<file path="src/rtl/adc_spi_responder_pkg.sv">
// Shared constants and types for the ADC128S022 SPI responder.
// Package: adc_spi_pkg
//   ADC_NCH, ADC_DW, ADC_FRAME_BITS, ADC_SYNC_STAGES : default geometry
//   adc_sample_t     : one ADC sample word
//   adc_resp_state_t : responder frame state
package adc_spi_pkg;

  localparam int ADC_NCH         = 8;
  localparam int ADC_DW          = 12;
  localparam int ADC_FRAME_BITS  = 16;
  localparam int ADC_SYNC_STAGES = 2;

  typedef logic [ADC_DW-1:0] adc_sample_t;

  typedef enum logic [1:0] {
    IDLE,
    ACTIVE,
    DONE,
    WAIT_IDLE
  } adc_resp_state_t;

endpackage

</file>
<file path="src/rtl/adc_spi_responder_if.sv">
// SPI link between an ADC master and the responder.
// Signals:
//   sclk : SPI clock, idles high (master -> responder)
//   cs_b : frame select, active low (master -> responder)
//   din  : channel address bits (master -> responder)
//   dout : serial sample, MSB first (responder -> master)
// Modports: master (drives sclk/cs_b/din), slave (drives dout).
interface adc_spi_responder_if;

  logic sclk;
  logic cs_b;
  logic din;
  logic dout;

  modport master (
    output sclk,
    output cs_b,
    output din,
    input  dout
  );

  modport slave (
    input  sclk,
    input  cs_b,
    input  din,
    output dout
  );

endinterface

</file>
<file path="src/rtl/adc_spi_responder_sync.sv">
// spi_edge_sync: multi-flop synchronizer for one asynchronous input, with
// single-cycle rise/fall pulses derived from the synced value and its
// previous value.
// Ports:
//   clk  : system clock
//   d    : asynchronous input
//   q    : synchronized level
//   rise : one-clk pulse on a synced 0->1 transition
//   fall : one-clk pulse on a synced 1->0 transition
// The synchronizer flops carry data only and are never reset: they keep
// tracking the pin through reset, so the level is valid as soon as reset
// is released.
module spi_edge_sync #(
  parameter int SYNC_STAGES = 2
) (
  input  logic clk,
  input  logic d,
  output logic q,
  output logic rise,
  output logic fall
);

  logic [SYNC_STAGES-1:0] sync_p0;
  logic                   q_p1;

  always_ff @(posedge clk) begin
    sync_p0[0] <= d;
    for (int i = 1; i < SYNC_STAGES; i++) begin
      sync_p0[i] <= sync_p0[i-1];
    end
    q_p1 <= sync_p0[SYNC_STAGES-1];
  end

  assign q    = sync_p0[SYNC_STAGES-1];
  assign rise =  q & ~q_p1;
  assign fall = ~q &  q_p1;

endmodule

</file>
<file path="src/rtl/adc_spi_responder.sv">
// adc_spi_responder: ADC side of the ADC128S022 SPI frame.
// Oversamples sclk/cs_b/din in the clk domain, captures the 3-bit channel
// address on sclk rises 3..5 and shifts out, MSB first behind leading zeros,
// the sample of the channel addressed in the previous frame.
// Ports:
//   clk        : system clock, at least 8x sclk
//   reset_b    : synchronous active-low reset
//   spi        : SPI link (slave modport: sclk, cs_b, din in; dout out)
//   ch_data    : flat sample bus, channel n = ch_data[n*DW +: DW]
//   frame_done : one-clk pulse after a complete frame commits its address
//   cur_ch     : channel whose sample goes out in the next frame
//   short_err  : sticky aborted-frame flag        (ADC_RESP_ERR_EN only)
//   frame_cnt  : wrapping completed-frame counter (ADC_RESP_ERR_EN only)
// Optional feature macro: ADC_RESP_ERR_EN adds short_err and frame_cnt.
module adc_spi_responder
  import adc_spi_pkg::*;
#(
  parameter int NCH         = ADC_NCH,
  parameter int DW          = ADC_DW,
  parameter int FRAME_BITS  = ADC_FRAME_BITS,
  parameter int SYNC_STAGES = ADC_SYNC_STAGES
) (
  input  logic                     clk,
  input  logic                     reset_b,
  adc_spi_responder_if.slave       spi,
  input  logic [NCH*DW-1:0]        ch_data,
  output logic                     frame_done,
  output logic [$clog2(NCH)-1:0]   cur_ch
`ifdef ADC_RESP_ERR_EN
  ,
  output logic                     short_err,
  output logic [15:0]              frame_cnt
`endif
);

  localparam int AW = $clog2(NCH);
  localparam int CW = $clog2(FRAME_BITS + 1);

  // Address bits arrive on these 1-based sclk rises (ADD2, ADD1, ADD0).
  localparam int ADD2_RISE = 3;

  adc_resp_state_t        state;
  logic [FRAME_BITS-1:0]  shift;
  logic [CW-1:0]          rise_cnt;
  logic [2:0]             addr;
  logic                   done_pend;

  logic sclk_rise, sclk_fall, sclk_level_unused;
  logic cs_s, cs_rise, cs_fall;
  logic [SYNC_STAGES-1:0] din_sync_p0;
  logic                   din_s;
  logic [FRAME_BITS-1:0]  load_word;

  function automatic logic [AW-1:0] clamp_ch(input logic [2:0] a);
    if (int'(a) >= NCH) return AW'(NCH - 1);
    return AW'(a);
  endfunction

  // ---- input synchronizers ----
  // Only sclk edges matter; its synced level is deliberately left unused.
  spi_edge_sync #(.SYNC_STAGES(SYNC_STAGES)) u_sclk_sync (
    .clk  (clk),
    .d    (spi.sclk),
    .q    (sclk_level_unused),
    .rise (sclk_rise),
    .fall (sclk_fall)
  );

  spi_edge_sync #(.SYNC_STAGES(SYNC_STAGES)) u_cs_sync (
    .clk  (clk),
    .d    (spi.cs_b),
    .q    (cs_s),
    .rise (cs_rise),
    .fall (cs_fall)
  );

  // din goes through the same depth as sclk so they stay aligned.
  always_ff @(posedge clk) begin
    din_sync_p0[0] <= spi.din;
    for (int i = 1; i < SYNC_STAGES; i++) begin
      din_sync_p0[i] <= din_sync_p0[i-1];
    end
  end
  assign din_s = din_sync_p0[SYNC_STAGES-1];

  assign load_word = {{(FRAME_BITS-DW){1'b0}}, ch_data[cur_ch*DW +: DW]};

  // dout is the MSB of the shift register; every non-shifting state keeps
  // the register cleared so dout idles low.
  assign spi.dout = shift[FRAME_BITS-1];

  // ---- frame state machine ----
  always_ff @(posedge clk) begin
    if (!reset_b) begin
      state      <= IDLE;
      shift      <= '0;
      rise_cnt   <= '0;
      addr       <= '0;
      cur_ch     <= '0;
      done_pend  <= 1'b0;
      frame_done <= 1'b0;
    end else begin
      frame_done <= done_pend;
      done_pend  <= 1'b0;
      unique case (state)
        IDLE: begin
          shift <= '0;
          if (cs_fall) begin
            // ch_data is sampled here only; later changes miss this frame.
            shift    <= load_word;
            rise_cnt <= '0;
            addr     <= '0;
            state    <= ACTIVE;
          end else if (!cs_s) begin
            // Came out of reset inside someone else's frame.
            state <= WAIT_IDLE;
          end
        end
        ACTIVE: begin
          if (cs_rise) begin
            shift <= '0;
            state <= IDLE;
          end else if (sclk_rise) begin
            rise_cnt <= rise_cnt + 1'b1;
            if (rise_cnt == CW'(ADD2_RISE - 1)) addr[2] <= din_s;
            if (rise_cnt == CW'(ADD2_RISE))     addr[1] <= din_s;
            if (rise_cnt == CW'(ADD2_RISE + 1)) addr[0] <= din_s;
            if (rise_cnt == CW'(FRAME_BITS - 1)) begin
              cur_ch    <= clamp_ch(addr);
              done_pend <= 1'b1;
              shift     <= '0;
              state     <= DONE;
            end
          end else if (sclk_fall && rise_cnt != '0) begin
            // The fall before the first rise is the idle-high sclk
            // entering the frame, not a data fall.
            shift <= {shift[FRAME_BITS-2:0], 1'b0};
          end
        end
        DONE: begin
          shift <= '0;
          if (cs_rise) state <= IDLE;
        end
        WAIT_IDLE: begin
          shift <= '0;
          if (cs_s) state <= IDLE;
        end
        default: begin
          shift <= '0;
          state <= IDLE;
        end
      endcase
    end
  end

`ifdef ADC_RESP_ERR_EN
  // ---- error / statistics ----
  always_ff @(posedge clk) begin
    if (!reset_b) begin
      short_err <= 1'b0;
      frame_cnt <= '0;
    end else begin
      if (state == ACTIVE && cs_rise) short_err <= 1'b1;
      if (frame_done)                 frame_cnt <= frame_cnt + 16'd1;
    end
  end
`endif

endmodule

</file>
<file path="src/flat_wrapper.sv">
// flat-port wrapper written by rule: the top's interface ports become plain ports
module adc_spi_responder_flat import adc_spi_pkg::*;
#(
  parameter int NCH         = ADC_NCH,
  parameter int DW          = ADC_DW,
  parameter int FRAME_BITS  = ADC_FRAME_BITS,
  parameter int SYNC_STAGES = ADC_SYNC_STAGES
)
  (clk, reset_b, ch_data, frame_done, cur_ch, spi_sclk, spi_cs_b, spi_din, spi_dout);
  adc_spi_responder_if spi_i ();
  input  logic clk;
  input  logic reset_b;
  input  logic [NCH*DW-1:0] ch_data;
  output logic frame_done;
  output logic [$clog2(NCH)-1:0] cur_ch;
  input wire logic [$bits(spi_i.sclk)-1:0] spi_sclk;
  input wire logic [$bits(spi_i.cs_b)-1:0] spi_cs_b;
  input wire logic [$bits(spi_i.din)-1:0] spi_din;
  output wire logic [$bits(spi_i.dout)-1:0] spi_dout;
  assign spi_i.sclk = spi_sclk;
  assign spi_i.cs_b = spi_cs_b;
  assign spi_i.din = spi_din;
  assign spi_dout = spi_i.dout;
  adc_spi_responder #(.NCH(NCH), .DW(DW), .FRAME_BITS(FRAME_BITS), .SYNC_STAGES(SYNC_STAGES)) u_core (.clk(clk), .reset_b(reset_b), .spi(spi_i), .ch_data(ch_data), .frame_done(frame_done), .cur_ch(cur_ch));
endmodule
</file>
<file path="config.mk">
export PLATFORM = sky130hd
export DESIGN_NAME = adc_spi_responder_flat
export DESIGN_NICKNAME = d
export VERILOG_FILES = /design/src/rtl/adc_spi_responder_pkg.sv /design/src/rtl/adc_spi_responder_if.sv /design/src/rtl/adc_spi_responder_sync.sv /design/src/rtl/adc_spi_responder.sv /design/src/flat_wrapper.sv
export SDC_FILE = /design/constraint.sdc
export NUM_CORES = 1
export LEC_CHECK = 0
export CELL_PAD_IN_SITES_DETAIL_PLACEMENT = 2
export CELL_PAD_IN_SITES_GLOBAL_PLACEMENT = 2
export CORE_MARGIN = 5
export CORE_UTILIZATION = 23
export CTS_CLUSTER_SIZE = 24
export DETAILED_ROUTE_END_ITERATION = 8
export PLACE_DENSITY = 0.74
export SYNTH_ARGS = -nofsm -noshare
export SYNTH_HDL_FRONTEND = slang
export SYNTH_HIERARCHICAL = 1
export SYNTH_SLANG_ARGS = --single-unit
</file>
<file path="constraint.sdc">
create_clock -name clk -period 2 [get_ports clk]
set_clock_uncertainty 0.15 [all_clocks]
set_input_delay 0.3 -clock clk [delete_from_list [all_inputs] [get_ports clk]]
set_output_delay 0.3 -clock clk [all_outputs]
set_load 0.01 [all_outputs]
</file>
# After elaboration in Yosys (flattened, before gate mapping)
# Cells that the tools add are included.
[totals]
ff_bits = 39
latch_bits = 0
ramBits = 0
mem_bits_ro = 0
inputBits = 101
wordCells = 88
memories = 0
[classes]
add_sub_neg = 1
n_mul = 1
n_div = 0
order_cmp = 0
eq_ne = 20
shifts = 1
muxes = 26
bitwise = 12
reduce_logical = 13
[op_table]
columns = ["operator", "count"]
rows = [
  ["96-bit by 8-bit variable part select with 12-bit output", 1],
  ["16-bit 2-to-1 mux", 4],
  ["16-bit case mux with 3 select lines", 1],
  ["5-bit AND reduction", 4],
  ["5-bit 2-to-1 mux", 3],
  ["2-bit 2-to-1 mux", 7],
  ["12-bit 2-to-1 mux", 1],
  ["2-bit by 1-bit inequality test with 1-bit output, second input constant", 6],
  ["5-bit by 2-bit equality test with 1-bit output, second input constant", 2],
  ["5-bit case mux with 2 select lines", 1],
  ["3-bit 2-to-1 mux", 3],
  ["1-bit NOT", 8],
  ["2-bit case mux with 4 select lines", 1],
  ["4-bit AND reduction", 2],
  ["3-bit by 1-bit inequality test with 1-bit output, second input constant", 2],
  ["3-bit case mux with 2 select lines", 1],
  ["5-bit by 1-bit adder with 5-bit output, second input constant", 1],
  ["5-bit by 3-bit equality test with 1-bit output, second input constant", 1],
  ["5-bit by 4-bit equality test with 1-bit output, second input constant", 1],
  ["3-bit by 2-bit multiplier with 5-bit output, second input constant", 1],
  ["5-bit nonzero test", 1],
  ["1-bit AND", 4],
  ["2-bit equality test, second input constant", 2],
  ["1-bit 2-to-1 mux", 4],
  ["other kinds (11)", 12],
]

# Longest topological paths before layout
[logic_depth]
depth_word = 7
depth_mapped = 8
depth_no_buf = 7

# Hierarchy
# The synthesis kept the hierarchy.
[modules_own_cells]
columns = ["mod", "n_inst", "cells_each", "area_per_inst_um2", "seq_area_each_um2"]
rows = [
  ["adc_spi_responder", 1, 221, 2303.5, 660.6],
  ["spi_edge_sync", 2, 5, 75.1, 60.1],
]

# Worst setup path before layout
# OpenSTA, ideal clock, no wires.
[synth_timing]
path_type = "register -> register"
startpoint = "reg u_core.rise_cnt[0]"
endpoint = "reg u_core.shift[10]"
arrival_ns = 1.660
required_ns = 1.730
setup_slack_ns = 0.070
stages_incl_launch_ff = 9
path_buffers = 1
synth_period_minus_slack_ns = 1.930
path_cell_list = "dfxtp_1 ha_1 and3_1 ha_1 nand2_1 o311ai_2 buf_6 mux2i_1 a211o_1"
[synth_via]
elab_chain_cells = 4
elab_cells_between_ends = 6
[synth_lines]
columns = ["item", "line", "source"]
rows = [
  ["from (decl)", "adc_spi_responder.sv:44", "logic [CW-1:0] rise_cnt;"],
  ["from (signal assigned)", "adc_spi_responder.sv:124", "rise_cnt <= rise_cnt + 1'b1;"],
  ["5-bit nonzero test", "adc_spi_responder.sv:134", "end else if (sclk_fall && rise_cnt != '0) begin"],
  ["1-bit logical AND", "adc_spi_responder.sv:134", ""],
  ["4-bit by 1-bit inequality test with 1-bit output (no line)", "n/a", ""],
  ["2-bit AND reduction (no line) (*)", "n/a", ""],
  ["to (signal assigned)", "adc_spi_responder.sv:110", "shift <= load_word;"],
  ["to (signal assigned)", "adc_spi_responder.sv:137", "shift <= {shift[FRAME_BITS-2:0], 1'b0};"],
  ["to (decl)", "adc_spi_responder.sv:43", "logic [FRAME_BITS-1:0] shift;"],
]
# Every way passes the cells marked *; elsewhere a longest branch is shown, timed or not.
# A chain may end at the register's enable or synchronous reset.

# Final worst setup path
[layout_timing]
startpoint = "reg u_core.rise_cnt[1]"
endpoint = "reg u_core.shift[5]"
# Same word-level chain as after synthesis.

==> qor.txt <==
Status: complete, no violations
Clk buf depth: 2
Predominant post-synthesis flop cell: dfxtp_1
Switching part of the total power: 24.5%
DP Area: 3780 µm²
Kind of critical path: reg -> reg
Netlist cell types: 43
CTS HTree Levels: 2
CTS tree: yes
Clk slew on worst S/H paths: 80 ps
Cell row count: 37
# DRC: 0
Synth Area in XOR/XNOR: 0.714%
Drt wl/cell: 19.6 µm
Routed via count: 2368
Diodes inserted: 0
Hold Worst Slack: 194 ps
Vias in the first global route: 2728
Final Slew Violations: 0
Num CTS Buffers: 5
CTS Root Cell: clkbuf_8
Final worst slack: 24.5 ps
Startpoint types: flop
Top cells by area, synth: dfxtp_1, mux4_2, mux4_1
GRT Overall Usage: 14.3%
Slew @ Worst Pin: 664 ps
Combinational power share: 24.4%
Ratio of cells with drive above 1 in the final layout: 18.3%
Clock power share: 34.7%
Synth warn: 6
Hold-fix buffers, CTS: 0
Die Wd: 113 µm
First-pass GRT wire length: 14500 µm
Most Used Layer, Global Route: met2
Met3 usage: 2.03%
Post-Route WL: 9670 µm
GR Util met2: 24.8%
Clk Latency, worst-skew pair: 300 ps
Final HPWL DP: 7530 µm
Post-layout nets: 460
Post-synth top area share: 31.8%
I/O pin total: 106
Critical path peak fanout: 6
Gr ovfl total: 0
Synth Area in Adders: 2.04%
Pre-CTS setup slack: -16.7 ps
Min Tclk post-route: 1980 ps
CP Capture Type: flop
Slew Limit Headroom: 55.5%
Final Cycle Share: 98.8%
Core Region: 10400 µm²
Synth cell count leaders: dfxtp_1, nand2_1, nand3_1
Hold Crit Class: reg -> reg
Max_cap viols: 0
Largest family of logic cells by synthesized area: multiplexers
Syn avg cell area: 10.6 µm²
WP data required: 2040 ps
Largest net degree at the start of global routing: 19
M1 GR Usage: 18.5%
Flops & latches, synth: 39
Peak Freq: 506 MHz
Leakage power: 1.56 nW
Routed Antenna Nets: 0
Area growth syn-to-layout: 62.2%
Synth Instances: 231
Vias per cell: 4.81
GPL Wtd Cong: 0.745
Die ar.: 12800 µm²
Area leader, netlist: dfxtp_1
DR iter-0 viols: 67
Clock Sinks: 39
Initial antenna violation count: 0
Post-synthesis compound-gate area fraction: 11.5%
Arrival time worst endpoint: 2010 ps
P_int: 1.52 mW
Pre-antenna DRT Iters: 4
Initial Util: 23.7%
Sequential power share: 41.0%
Mux share of post-synthesis cell area: 29.6%
Design area: 3980 µm²
Die Y-Extent: 113 µm
Simple-Gate Fraction of Synth Area: 19.0%
Final setup fails: 0
Post-synth EDFFs: 0
PortBufs: 105
PD cells: 506 nW/µm²
Sequential cell area fraction in the yosys report: 31.8%
Final hold violations: 0
Cell area after synthesis: 2450 µm²
Post-synth net total: 336
Async S/R FF share, synth: 0%
Most common cell in the netlist: dfxtp_1
Sw Pwr: 494 µW
Peak VDD IR: 257 µV
## layout by cell type (no fill, tap or decap), types with 3 or more instances in the layout
cell,netlist,final
dfxtp_2,0,3
mux4_1,10,10
ha_1,4,3
dfxtp_1,39,35
a22oi_1,4,4
inv_1,8,8
buf_4,2,24
nand2_1,17,16
nand3_1,17,17
mux2i_1,16,16
mux4_2,13,13
clkbuf_8,0,6
a211oi_1,3,3
nor2b_1,13,12
nor2_1,15,14
clkdlybuf4s50_1,0,105
and3_1,3,3
a211o_1,10,10
nand2b_1,3,3
a21oi_1,9,9
o21ai_0,6,6
## state kept, by name, indices dropped and copies added, names as in the netlist
register,flops
u_core/addr,3
u_core/cur_ch,3
u_core/din_sync_p0,2
u_core/done_pend,1
u_core/frame_done,1
u_core/rise_cnt,5
u_core/shift,16
u_core/state,2
u_core/u_cs_sync/q_p1,1
u_core/u_cs_sync/sync_p0,2
u_core/u_sclk_sync/q_p1,1
u_core/u_sclk_sync/sync_p0,2
## per-stage QoR
step	util, %	TNS (ps)	total power, mW	instances
5_1_grt	38.4	-62.9	2.11	492
2_1_floorplan	-	0	1.02	231
4_1_cts	37.8	0	2.01	490
3_3_place_gp	36.5	0	1.29	482
6_report	38.4	0	2.01	492
3_5_place_dp	36.5	-32.3	1.30	482
## power groups by stage
stage | sequential [mW] | combinational [mW] | clock [mW]
2_1_floorplan | 0.832 | 0.190 | 0
3_3_place_gp | 0.840 | 0.448 | 0
3_5_place_dp | 0.841 | 0.463 | 0
4_1_cts | 0.823 | 0.473 | 0.715
5_1_grt | 0.828 | 0.524 | 0.754
6_report | 0.825 | 0.490 | 0.697
## cells by family (layout without fill, tap and decap cells)
family                     after synthesis  in the layout
xor gates and xnor gates                 2              2
buffers and inverters                   23            148
AOI/OAI and AO/OA                       39             39
muxes                                   40             40
adders and majority gates                4              4
and+or+nand+nor                         84             84
DFF                                     39             39
## worst max-delay path: stages (launching register included)
cell       delay (ps)
dfxtp_2           350
ha_1              190
and3_1            190
ha_2              180
nand2_2           100
o311ai_4          140
clkbuf_16         210
mux2i_1           130
a211o_1           240
## final cells by class
cell class	count	area (µm²)
Clock buffer	6	82.6
Clock inverter	2	35.0
Fill cell	1111	6390
Inverter	8	30.0
Multi-Input combinational cell	169	1590
Sequential cell	39	788
Tap cell	136	170
Timing Repair Buffer	132	1280
## timing repair
action	CTS	global route
cloned	0	1
endpoints found under the setup margin	10	21
setup buffers	0	1
pin swaps	0	0
gates resized for setup	4	13
## worst paths after layout
| check | from | end | slack (ps) | cells after the start |
|---|---|---|---|---|
| max | u_core/rise_cnt[1]$_SDFFE_PN0P_ | u_core/shift[5]$_SDFFE_PN0P_ | 20 | 8 |
| min | u_core/din_sync_p0[0]$_DFF_P_ | u_core/din_sync_p0[1]$_DFF_P_ | 190 | 0 |
| max reg2reg | u_core/rise_cnt[1]$_SDFFE_PN0P_ | u_core/shift[5]$_SDFFE_PN0P_ | 20 | 8 |
| min reg2reg | u_core/din_sync_p0[0]$_DFF_P_ | u_core/din_sync_p0[1]$_DFF_P_ | 190 | 0 |
## metal layers
metal  vias up  part of all wire [%]
li1       1131                     -
met1      1177                    44
met2        51                    52
met3         9                   2.9
met4         0                   1.3
met5         -                     0
(Power assumes the default switching activity.)
==> RTL edit (config.mk and constraints unchanged) <==
Put one more register stage on the output `cur_ch`, without a reset. The value now appears one clock later. The other outputs are not delayed to match.
--- a/src/rtl/adc_spi_responder.sv
+++ b/src/rtl/adc_spi_responder.sv
@@ -38,6 +38,8 @@
 
   // Address bits arrive on these 1-based sclk rises (ADD2, ADD1, ADD0).
   localparam int ADD2_RISE = 3;
+
+  logic [$clog2(NCH)-1:0] cur_ch_s0;
 
   adc_resp_state_t        state;
   logic [FRAME_BITS-1:0]  shift;
@@ -83,7 +85,7 @@
   end
   assign din_s = din_sync_p0[SYNC_STAGES-1];
 
-  assign load_word = {{(FRAME_BITS-DW){1'b0}}, ch_data[cur_ch*DW +: DW]};
+  assign load_word = {{(FRAME_BITS-DW){1'b0}}, ch_data[cur_ch_s0*DW +: DW]};
 
   // dout is the MSB of the shift register; every non-shifting state keeps
   // the register cleared so dout idles low.
@@ -96,7 +98,7 @@
       shift      <= '0;
       rise_cnt   <= '0;
       addr       <= '0;
-      cur_ch     <= '0;
+      cur_ch_s0  <= '0;
       done_pend  <= 1'b0;
       frame_done <= 1'b0;
     end else begin
@@ -126,7 +128,7 @@
             if (rise_cnt == CW'(ADD2_RISE))     addr[1] <= din_s;
             if (rise_cnt == CW'(ADD2_RISE + 1)) addr[0] <= din_s;
             if (rise_cnt == CW'(FRAME_BITS - 1)) begin
-              cur_ch    <= clamp_ch(addr);
+              cur_ch_s0 <= clamp_ch(addr);
               done_pend <= 1'b1;
               shift     <= '0;
               state     <= DONE;
@@ -166,5 +168,9 @@
   end
 `endif
 
+  always_ff @(posedge clk) begin
+    cur_ch <= cur_ch_s0;
+  end
+
 endmodule
 
Function: same outputs for any inputs over 10 cycles, from zero or initial values and one cycle with reset_b low; that may be too few to reach the edited logic, so the function may still have changed.
==> RTL edit against the unedited design <==
Utilization down 1.4 points. Largest power group unchanged. Synthesized area rose by 6.4%. Combinational power down 5.3%. Sequential power grew 7.5%. Routed wire length is 3.0% higher. Sequential cell count up 3. Via count increased by 13%. Sequential share of layout area is 0.45 points higher. Total power is 7.3% higher. Critical path type unchanged. Worst setup slack better by 0.035 ns. Design area rose by 4.6%. Largest cell class unchanged.
==> RTL edit: results <==
[global_route]
grt_max_degree = 33
grt_pass1_vias = 2962
use_met1_pct = 17.4
grt_pass1_wl_mm = 14.9
grt.total_usage_pct = 14.1
grtUsageMet2_pct = 24.1

[detailed_routing]
wirelength_met1_mm = 4.14
wl_met2_mm = 5.21
wire_per_inst_um = 18.3
via_count = 2665
dr_wl_met3_um = 423
drt_iter0_drc = 62
viasPerCell = 4.89

[yosys]
synth_commonest_cells = "mux2i_1, dfxtp_1, nand3_1"
synth_cells = 286
synth_area_leaders = "dfxtp_1, mux2i_1, a22oi_1"
ys_seq_area_share_pct = 32.2
synth.net_count = 391
synth_top_area_share_pct = 32.2

[power]
ir_worst_vdd_mv = 0.292
p_leak_nw = 1.45

[place]
post-place-ws_ns = -0.111
post_dp_cell_area_um2 = 3860
dpl.hpwl_mm = 7.60
place_inst = 530
place.gp.congestion = 0.742

[layout]
final_nets = 506
fillers = 1192
drive_gt1_share_pct = 15.7

[status]
status = "finished clean"

[clock_tree]
root_buffer = "clkbuf_16"

[worst_setup_path]
crit_arrival_ns = 1.97
crit_fanout = 7

[sta]
relSlewSlack_pct = 66.5
==> RTL edit: worst max-delay path: stages, from the launching register on <==
cell       delay, ns
dfxtp_2         0.33
buf_4           0.15
inv_1           0.06
ha_2            0.17
nor4b_4         0.28
o2111ai_4       0.26
clkbuf_16       0.25
nand3_1         0.09
o211ai_2        0.09
==> RTL edit: layout make-up <==
cell class,instances,area [um2],area share [%]
Clock buffer,5,125,3.01
Inverter,10,37.5,0.902
Timing Repair Buffer,128,1280,30.8
Clock inverter,3,18.8,0.451
Tap cell,143,179,4.30
Sequential cell,42,843,20.3
Multi-Input combinational cell,214,1680,40.2
==> RTL edit: final timing paths <==
path,start,end,slack (ns)
max,u_core/rise_cnt[1]$_SDFFE_PN0P_,u_core/shift[9]$_SDFFE_PN0P_,0.06
min,u_core/u_cs_sync/sync_p0[0]$_DFF_P_,u_core/u_cs_sync/sync_p0[1]$_DFF_P_,0.18
max reg2reg,u_core/rise_cnt[1]$_SDFFE_PN0P_,u_core/shift[9]$_SDFFE_PN0P_,0.06
min reg2reg,u_core/u_cs_sync/sync_p0[0]$_DFF_P_,u_core/u_cs_sync/sync_p0[1]$_DFF_P_,0.18
==> RTL edit: logic make-up after synthesis <==
kind of cell    Yosys count  synth area share, %
simple gates            102                 21.2
compound gates           57                 18.3
mux                      48                 19.5
flops                    42                 32.2
buf+inv                  31                 6.23
fa+ha+maj                 4                 1.92
xor+xnor                  2                0.671
==> RTL edit: power by group <==
group          leakage (nW)  internal, mW  switching, mW
registers             0.344         0.861         0.0265
logic                  1.03         0.291          0.173
clock network        0.0740         0.462          0.345
==> RTL edit: repair_timing <==
action,in CTS,in global routing
buffers inserted,0,4
pin swaps,0,2
hold endpoints to repair,0,0
cloned,0,3
setup endpoints to repair,11,16
resized for setup,3,11
